===== config.mk =====
export PLATFORM = sky130hd
export DESIGN_NAME = ex_div_unit
export DESIGN_NICKNAME = d
export VERILOG_FILES = /design/src/rtl/ooo_pkg.sv /design/src/rtl/div_core_step.sv /design/src/rtl/ex_div_unit.sv
export SDC_FILE = /design/constraint.sdc
export NUM_CORES = 1
export LEC_CHECK = 0
export CORE_MARGIN = 5
export CORE_UTILIZATION = 35
export DETAILED_ROUTE_END_ITERATION = 12
export GPL_ROUTABILITY_DRIVEN = 0
export GPL_TIMING_DRIVEN = 0
export PLACE_DENSITY = 0.61
export SETUP_SLACK_MARGIN = 0.15
export SKIP_LAST_GASP = 1
export SYNTH_ARGS = -nofsm -noshare
export SYNTH_HDL_FRONTEND = slang
export SYNTH_SLANG_ARGS = --single-unit

===== constraint.sdc =====
create_clock -name clk -period 5.7 [get_ports clk]
set_input_delay 1.14 -clock clk [delete_from_list [all_inputs] [get_ports clk]]
set_output_delay 1.14 -clock clk [all_outputs]
set_load 0.02 [all_outputs]

===== src/rtl/ooo_pkg.sv =====
// Shared definitions for the out-of-order EX-stage divide unit: the f3
// encodings, the functional-unit index, the request packet and the FSM states.
package ooo_pkg;

    localparam int XLEN_DEF   = 32;
    localparam int PREG_W_DEF = 7;
    localparam int ROB_W_DEF  = 3;

    localparam logic [2:0] F3_DIV  = 3'b100;
    localparam logic [2:0] F3_DIVU = 3'b101;
    localparam logic [2:0] F3_REM  = 3'b110;
    localparam logic [2:0] F3_REMU = 3'b111;

    localparam int FU_DIV = 2;

    typedef enum logic [1:0] {
        IDLE = 2'd0,
        CALC = 2'd1,
        DONE = 2'd2
    } div_state_e;

    typedef struct packed {
        logic [XLEN_DEF-1:0]   rs1;
        logic [XLEN_DEF-1:0]   rs2;
        logic [2:0]            f3;
        logic [PREG_W_DEF-1:0] rd;
        logic [ROB_W_DEF-1:0]  rob_idx;
    } div_req_t;

    // f3[0] clear means a signed operation (DIV/REM)
    function automatic logic is_signed_op(input logic [2:0] f3);
        return !f3[0];
    endfunction

    // Two's complement magnitude when the value is flagged negative
    function automatic logic [XLEN_DEF-1:0] magnitude(input logic neg, input logic [XLEN_DEF-1:0] v);
        return neg ? (-v) : v;
    endfunction

endpackage


===== src/rtl/div_core_step.sv =====
// One radix-2 restoring division iteration: shift {rem,quot} left by one,
// trial-subtract the divisor and keep the difference if it did not borrow.
module div_core_step #(
    parameter int XLEN = 32
) (
    input  logic [XLEN-1:0] rem_i,
    input  logic [XLEN-1:0] quot_i,
    input  logic [XLEN-1:0] divisor_i,
    output logic [XLEN-1:0] rem_o,
    output logic [XLEN-1:0] quot_o
);

    logic [XLEN:0]   rem_shift;
    logic [XLEN+1:0] diff;
    logic            unused_diff_bit;

    // The extra top bit of diff is the borrow; bit XLEN is always zero when
    // the subtraction succeeds because the partial remainder stays below the divisor.
    assign unused_diff_bit = diff[XLEN];

    // Shift-and-subtract with restore on borrow
    always_comb begin
        rem_shift = {rem_i, quot_i[XLEN-1]};
        diff      = {1'b0, rem_shift} - {2'b00, divisor_i};
        if (!diff[XLEN+1]) begin
            rem_o  = diff[XLEN-1:0];
            quot_o = {quot_i[XLEN-2:0], 1'b1};
        end else begin
            rem_o  = rem_shift[XLEN-1:0];
            quot_o = {quot_i[XLEN-2:0], 1'b0};
        end
    end

endmodule


===== src/rtl/ex_div_unit.sv =====
// Iterative DIV/DIVU/REM/REMU functional unit. Operands are converted to
// magnitudes on accept, 32 restoring iterations run in CALC, and the sign
// correction is folded into the result register on the way into DONE.
import ooo_pkg::*;

module ex_div_unit #(
    parameter int XLEN   = XLEN_DEF,
    parameter int PREG_W = PREG_W_DEF,
    parameter int ROB_W  = ROB_W_DEF
) (
    input  logic                clk,
    input  logic                rst,
    input  logic                in_valid,
    output logic                in_ready,
    input  logic [XLEN-1:0]     in_rs1_data,
    input  logic [XLEN-1:0]     in_rs2_data,
    input  logic [2:0]          in_f3,
    input  logic [PREG_W-1:0]   in_rd,
    input  logic [ROB_W-1:0]    in_rob_idx,
    input  logic                mispredict,
    input  logic [2**ROB_W-1:0] flush_mask,
    output logic                out_valid,
    input  logic                out_ready,
    output logic [XLEN-1:0]     out_data,
    output logic [PREG_W-1:0]   out_rd,
    output logic [ROB_W-1:0]    out_rob_idx
);

    localparam logic [5:0] LAST_ITER = 6'(XLEN - 1);
    localparam logic [XLEN-1:0] INT_MIN = {1'b1, {(XLEN-1){1'b0}}};

    div_state_e        state_q, state_d;
    logic [5:0]        cnt_q, cnt_d;
    logic [XLEN-1:0]   rem_q, rem_d;
    logic [XLEN-1:0]   quot_q, quot_d;
    logic [XLEN-1:0]   divisor_q, divisor_d;
    logic [PREG_W-1:0] rd_q, rd_d;
    logic [ROB_W-1:0]  rob_q, rob_d;
    logic              is_rem_q, is_rem_d;
    logic              neg_quot_q, neg_quot_d;
    logic              neg_rem_q, neg_rem_d;
    logic [XLEN-1:0]   data_q, data_d;

    div_req_t          req;
    logic              unused_f3_msb;
    logic              op_signed;
    logic              rs1_neg;
    logic              rs2_neg;
    logic [XLEN-1:0]   rs1_mag;
    logic [XLEN-1:0]   rs2_mag;
    logic              div_zero;
    logic              overflow;
    logic              accept;
    logic              drop;
    logic              load;
    logic              held_flush;
    logic [XLEN-1:0]   step_rem;
    logic [XLEN-1:0]   step_quot;
    logic [XLEN-1:0]   final_quot;
    logic [XLEN-1:0]   final_rem;

    assign req = '{
        rs1:     in_rs1_data,
        rs2:     in_rs2_data,
        f3:      in_f3,
        rd:      in_rd,
        rob_idx: in_rob_idx
    };

    // Only f3[1:0] matter here: the unit is only ever handed M-extension divides
    assign unused_f3_msb = req.f3[2];

    // Operand preconditioning for the incoming request
    always_comb begin
        op_signed = is_signed_op(req.f3);
        rs1_neg   = op_signed && req.rs1[XLEN-1];
        rs2_neg   = op_signed && req.rs2[XLEN-1];
        rs1_mag   = magnitude(rs1_neg, req.rs1);
        rs2_mag   = magnitude(rs2_neg, req.rs2);
        div_zero  = (req.rs2 == '0);
        overflow  = op_signed && (req.rs1 == INT_MIN) && (req.rs2 == '1);
    end

    // Handshake and flush qualification
    always_comb begin
        in_ready   = (state_q == IDLE) || ((state_q == DONE) && out_ready);
        accept     = in_valid && in_ready;
        drop       = mispredict && flush_mask[in_rob_idx];
        load       = accept && !drop;
        held_flush = mispredict && flush_mask[rob_q] && (state_q != IDLE);
    end

    div_core_step #(
        .XLEN(XLEN)
    ) u_step (
        .rem_i     (rem_q),
        .quot_i    (quot_q),
        .divisor_i (divisor_q),
        .rem_o     (step_rem),
        .quot_o    (step_quot)
    );

    // Sign correction of the last iteration's results
    always_comb begin
        final_quot = neg_quot_q ? (-step_quot) : step_quot;
        final_rem  = neg_rem_q ? (-step_rem) : step_rem;
    end

    // Next-state logic; a load can only happen from IDLE or DONE and always wins
    always_comb begin
        state_d    = state_q;
        cnt_d      = cnt_q;
        rem_d      = rem_q;
        quot_d     = quot_q;
        divisor_d  = divisor_q;
        rd_d       = rd_q;
        rob_d      = rob_q;
        is_rem_d   = is_rem_q;
        neg_quot_d = neg_quot_q;
        neg_rem_d  = neg_rem_q;
        data_d     = data_q;

        case (state_q)
            IDLE: begin
                state_d = IDLE;
            end
            CALC: begin
                if (held_flush) begin
                    state_d = IDLE;
                end else begin
                    rem_d  = step_rem;
                    quot_d = step_quot;
                    cnt_d  = cnt_q + 6'd1;
                    if (cnt_q == LAST_ITER) begin
                        state_d = DONE;
                        data_d  = is_rem_q ? final_rem : final_quot;
                    end
                end
            end
            DONE: begin
                if (held_flush || out_ready) begin
                    state_d = IDLE;
                end
            end
            default: begin
                state_d = IDLE;
            end
        endcase

        if (load) begin
            rd_d       = req.rd;
            rob_d      = req.rob_idx;
            is_rem_d   = req.f3[1];
            neg_quot_d = rs1_neg ^ rs2_neg;
            neg_rem_d  = rs1_neg;
            divisor_d  = rs2_mag;
            quot_d     = rs1_mag;
            rem_d      = '0;
            cnt_d      = '0;
            if (div_zero) begin
                state_d = DONE;
                data_d  = req.f3[1] ? req.rs1 : '1;
            end else if (overflow) begin
                state_d = DONE;
                data_d  = req.f3[1] ? '0 : INT_MIN;
            end else begin
                state_d = CALC;
            end
        end
    end

    // State and datapath registers
    always_ff @(posedge clk or negedge rst) begin
        if (!rst) begin
            state_q    <= IDLE;
            cnt_q      <= '0;
            rem_q      <= '0;
            quot_q     <= '0;
            divisor_q  <= '0;
            rd_q       <= '0;
            rob_q      <= '0;
            is_rem_q   <= 1'b0;
            neg_quot_q <= 1'b0;
            neg_rem_q  <= 1'b0;
            data_q     <= '0;
        end else begin
            state_q    <= state_d;
            cnt_q      <= cnt_d;
            rem_q      <= rem_d;
            quot_q     <= quot_d;
            divisor_q  <= divisor_d;
            rd_q       <= rd_d;
            rob_q      <= rob_d;
            is_rem_q   <= is_rem_d;
            neg_quot_q <= neg_quot_d;
            neg_rem_q  <= neg_rem_d;
            data_q     <= data_d;
        end
    end

    assign out_valid   = (state_q == DONE);
    assign out_data    = data_q;
    assign out_rd      = rd_q;
    assign out_rob_idx = rob_q;

endmodule


==> reports/summary.txt <==
======================================================================================
Result of the run                                                         finished, final reports clean
Gr usage total                                                                   0.223
Highest attainable clock frequency                                             189 MHz
Met3 wirelength from detailed routing                                          3030 um
Count of cell instances traversed by the critical path                              21
Clock latency at the later pin of the worst-skew pair                          0.44 ns
Post-Route Utilization                                                           0.434
Per-instance average area after synthesis                                   8.07 sq um
Largest cells by area after synthesis                                     dfrtp_1 (31%), o21ai_0 (7.3%), xnor2_1 (5.6%), nand2_1 (5.5%), ha_1 (3.9%)
TritonCTS Sinks                                                                    149
Number of detailed-routing iterations run before antenna repair                      7
Pin count of the biggest net entering global routing                                84
Slowest cell delay on critical path                                            0.47 ns
Final worst clock skew                                                       0.0140 ns
I/O pin count                                                                      134
Critical setup path kind                                                  register to register
Area of the core                                                          0.0336 sq mm
IO buf count                                                                       131
WP buf/inv                                                                           4
Setup slack after layout                                                      0.422 ns
Final period utilization                                                         0.926
Vias in the first global route                                                   12200
Post-cts hold buffer count                                                           0
Clock Root Buffer                                                            clkbuf_16
Average wire length per cell after detail routing                              20.7 um
Antenna viol nets, final                                                             0
Fraction of final layout cells sized beyond drive strength 1                    0.0493
Layout Cell Area excl Fill                                                0.0146 sq mm
Number of max-slew violations in the final report                                    0
CTS Buffer Depth                                                                     2
Clock Pin Slew Worst Setup and Hold Paths                                      0.06 ns
Worst hold path class                                                     register to register
Register Area                                                             0.00373 sq mm
Worst slew margin                                                                0.318
Cells along the critical path                                             ha_1 -> buf_4 -> and2_1 -> buf_4 -> and4_1 -> a21boi_2 -> o311ai_4 -> nand2_4 -> inv_4 -> clkbuf_4 -> ha_1 -> nand2b_1 -> nor3_1 -> nand4bb_1 -> or3_1 -> o31ai_1 -> xnor2_1 -> o21ai_0 -> o211ai_1 -> o31ai_1 -> nor3_1
Number of design rule violations left after detail routing                           0
Transition time at the pin with the least slew margin                          1.02 ns
Final setup violation count                                                          0
Sequential area share after synthesis                                            0.312
Overall die width                                                               195 um
Cell leakage power                                                          0.00587 uW
Share of the synthesized area in the top cell type                               0.312
Most frequently used flop master after synthesis                               dfrtp_1
Maximum fanout along the worst path                                                 19
Initial antenna violation count                                                      0
Post-synth design cell area                                               0.0120 sq mm
Hold violation count in the final report                                             0
Placed cell count                                                                 2061
Unrepaired setup endpoints after global routing                                  false
Number of cells on the worst hold path                                               2
Vias per std cell                                                                 5.87
Number of flops mapped to enable cells by yosys                                      0
H-tree levels                                                                        4
Wire length of the first global-routing pass                                  68000 um
Cell taking the most area after synthesis                                      dfrtp_1
CTS tree                                                                           yes
Worst r2r path cells                                                                21
CP Data Arrival Time                                                           5.61 ns
CTS buffer count                                                                    17
Power after layout                                                            10100 uW
Crit path launch type                                                         register
Layout Nets                                                                       1759
Half-perimeter wire length after detailed placement                           33800 um
Wire length the detailed router placed on met1                                18800 um
Placed cell areas                                                         0.0139 sq mm
Max-capacitance violation count                                                      0
Area occupied by multi-input gates                                        0.00767 sq mm
Std-Cell Rows                                                                       67
Global-route congestion overflow total                                               0
Number of filler instances in the final layout                                    3332
Wire length reported by the detailed router                                   43200 um
Worst IR drop on VDD                                                        0.000346 V
Via count                                                                        12300
Required time of the worst setup path                                          6.03 ns
Number of distinct standard cells referenced by the synthesized netlist             86
Effective utilization at floorplan                                               0.356
Instance count of the mapped netlist                                              1481
Post-synthesis sequential element count                                            149
Cell with the biggest individual delay on the critical path                    dfrtp_1
Count of routing violations after the opening detailed-route iteration            1178
YS warnings                                                                          0
Worst slack at placement                                                     -0.384 ns
Endpoint class of the critical path                                           register
Met2 routed wirelength                                                        19900 um
Crit-path leading delay family                                            simple AND/OR/NAND/NOR gates
Number of antenna diodes                                                             0
DIE HEIGHT                                                                      195 um
Post-Syn Nets                                                                     1609
Area grow syn2layout                                                             22.0%
Async SR Flop Fraction                                                            1.00
Area enclosed by the die boundary                                         0.0380 sq mm
Cell Pwr Density                                                           691 mW/mm^2
Highest routed layer                                                              met4
Final standard cell count with taps included and fillers excluded                 2092
Final Critical Period                                                          5.28 ns
======================================================================================
==> worst reg2reg max path, cell delays in order (launching register included) <==
cell       delay [ns]
dfrtp_1          0.47
ha_1             0.33
buf_4            0.16
and2_1           0.13
buf_4            0.16
and4_1           0.22
a21boi_2         0.20
o311ai_4         0.47
nand2_4          0.18
inv_4            0.22
clkbuf_4         0.33
ha_1             0.21
nand2b_1         0.17
nor3_1           0.18
nand4bb_1        0.24
or3_1            0.47
o31ai_1          0.27
xnor2_1          0.15
o21ai_0          0.11
o211ai_1         0.18
o31ai_1          0.10
nor3_1           0.22
==> cell families (layout without fill, tap and decap cells) <==
| family | after synthesis | in the layout | synth area share |
|---|---|---|---|
| AO/OA/AOI/OAI | 515 | 515 | 0.283 |
| XOR/XNOR | 125 | 125 | 0.0916 |
| adder cells (fa/ha/maj) | 38 | 38 | 0.0404 |
| buffers and inverters | 141 | 304 | 0.0468 |
| flip-flops | 149 | 149 | 0.312 |
| multiplexers | 25 | 25 | 0.0254 |
| AND/OR/NAND/NOR | 488 | 488 | 0.201 |
==> layout by cell type, fill, tap and decap left out, drive strengths merged, types with 20 or more instances in the layout <==
cell type / count
nor3: 35
clkbuf: 85
nor2: 101
xnor2: 77
o21ai: 179
xor2: 48
nand2: 177
a31oi: 20
inv: 59
ha: 37
a22oi: 25
or3: 26
nand3: 23
o31ai: 33
nand4: 25
dfrtp: 149
a21oi: 89
clkdlybuf4s50: 130
==> stage by stage <==
step	hold WS (ns)	setup TNS, ns
detailed placement	0.462	-1.07
global route	0.500	0
floorplan	0.450	0
CTS	0.476	0
global placement	0.459	-435.74
finish	0.470	0
==> area by class of cell <==
cell class	instances	area share
Buffer	80	0.0227
Clock buffer	19	0.0304
Clock inverter	13	0.0190
Inverter	59	0.0154
Multi-Input combinational cell	1191	0.526
Sequential cell	149	0.256
Tap cell	448	0.0384
Timing Repair Buffer	133	0.0924
==> synthesized netlist by cell type (5+ instances only) <==
library cell and n:
a211o_1 6, a211oi_1 10, a21boi_0 6, a21o_1 12
a21oi_1 89, a221o_1 13, a221oi_1 9, a22o_1 12
a22oi_1 25, a311oi_1 5, a31oi_1 20, a41oi_1 5
and2_1 14, and3_1 15, and4_1 7, buf_1 6
buf_2 6, clkbuf_1 65, dfrtp_1 149, ha_1 37
inv_1 58, mux2i_1 18, nand2_1 175, nand2b_1 10
nand3_1 23, nand4_1 25, nor2_1 101, nor2b_1 5
nor3_1 34, nor4_1 16, o211ai_1 15, o21a_1 15
o21ai_0 175, o31a_1 6, o31ai_1 33, o41ai_1 13
or2_2 7, or3_1 26, or4_1 13, xnor2_1 77
xor2_1 48
==> power by group <==
part           switching, uW  internal, uW  total [uW]  leakage [uW]
logic                   4300          2430        6730       0.00362
registers                473          1460        1930       0.00191
clock network            488           921        1410      0.000339
==> state kept, by name, summed over array words and instances, names as in the netlist <==
register / cells
neg_rem_q: 1
state_q: 2
out_rd: 7
is_rem_q: 1
cnt_q: 6
out_rob_idx: 3
rem_q: 32
out_data: 32
divisor_q: 32
neg_quot_q: 1
quot_q: 32
==> final timing paths <==
check | end | startpoint | slack, ns
max in group asynchronous | quot_q[6] | rst | 4.06
min in group asynchronous | divisor_q[11] | rst | 0.77
worst min-delay path | out_rd[0] | out_rd[0] | 0.47
worst min register to register | out_rd[0] | out_rd[0] | 0.47
worst max-delay path | out_data[30] | rem_q[6] | 0.42
worst max register to register | out_data[30] | rem_q[6] | 0.42
==> what timing repair did <==
action                     CTS  global route
resized for setup            0             2
setup buffers                0             1
setup endpoints to repair    5             4
hold endpoints to repair     0             0
==> routing by layer <==
layer | vias to the layer above | GRT usage
met2 | 497 | 0.358
met1 | 5921 | 0.297
met3 | 84 | 0.0473
met5 | - | 0
li1 | 5785 | -
met4 | 0 | 0.0786
(Power assumes the default switching activity.)
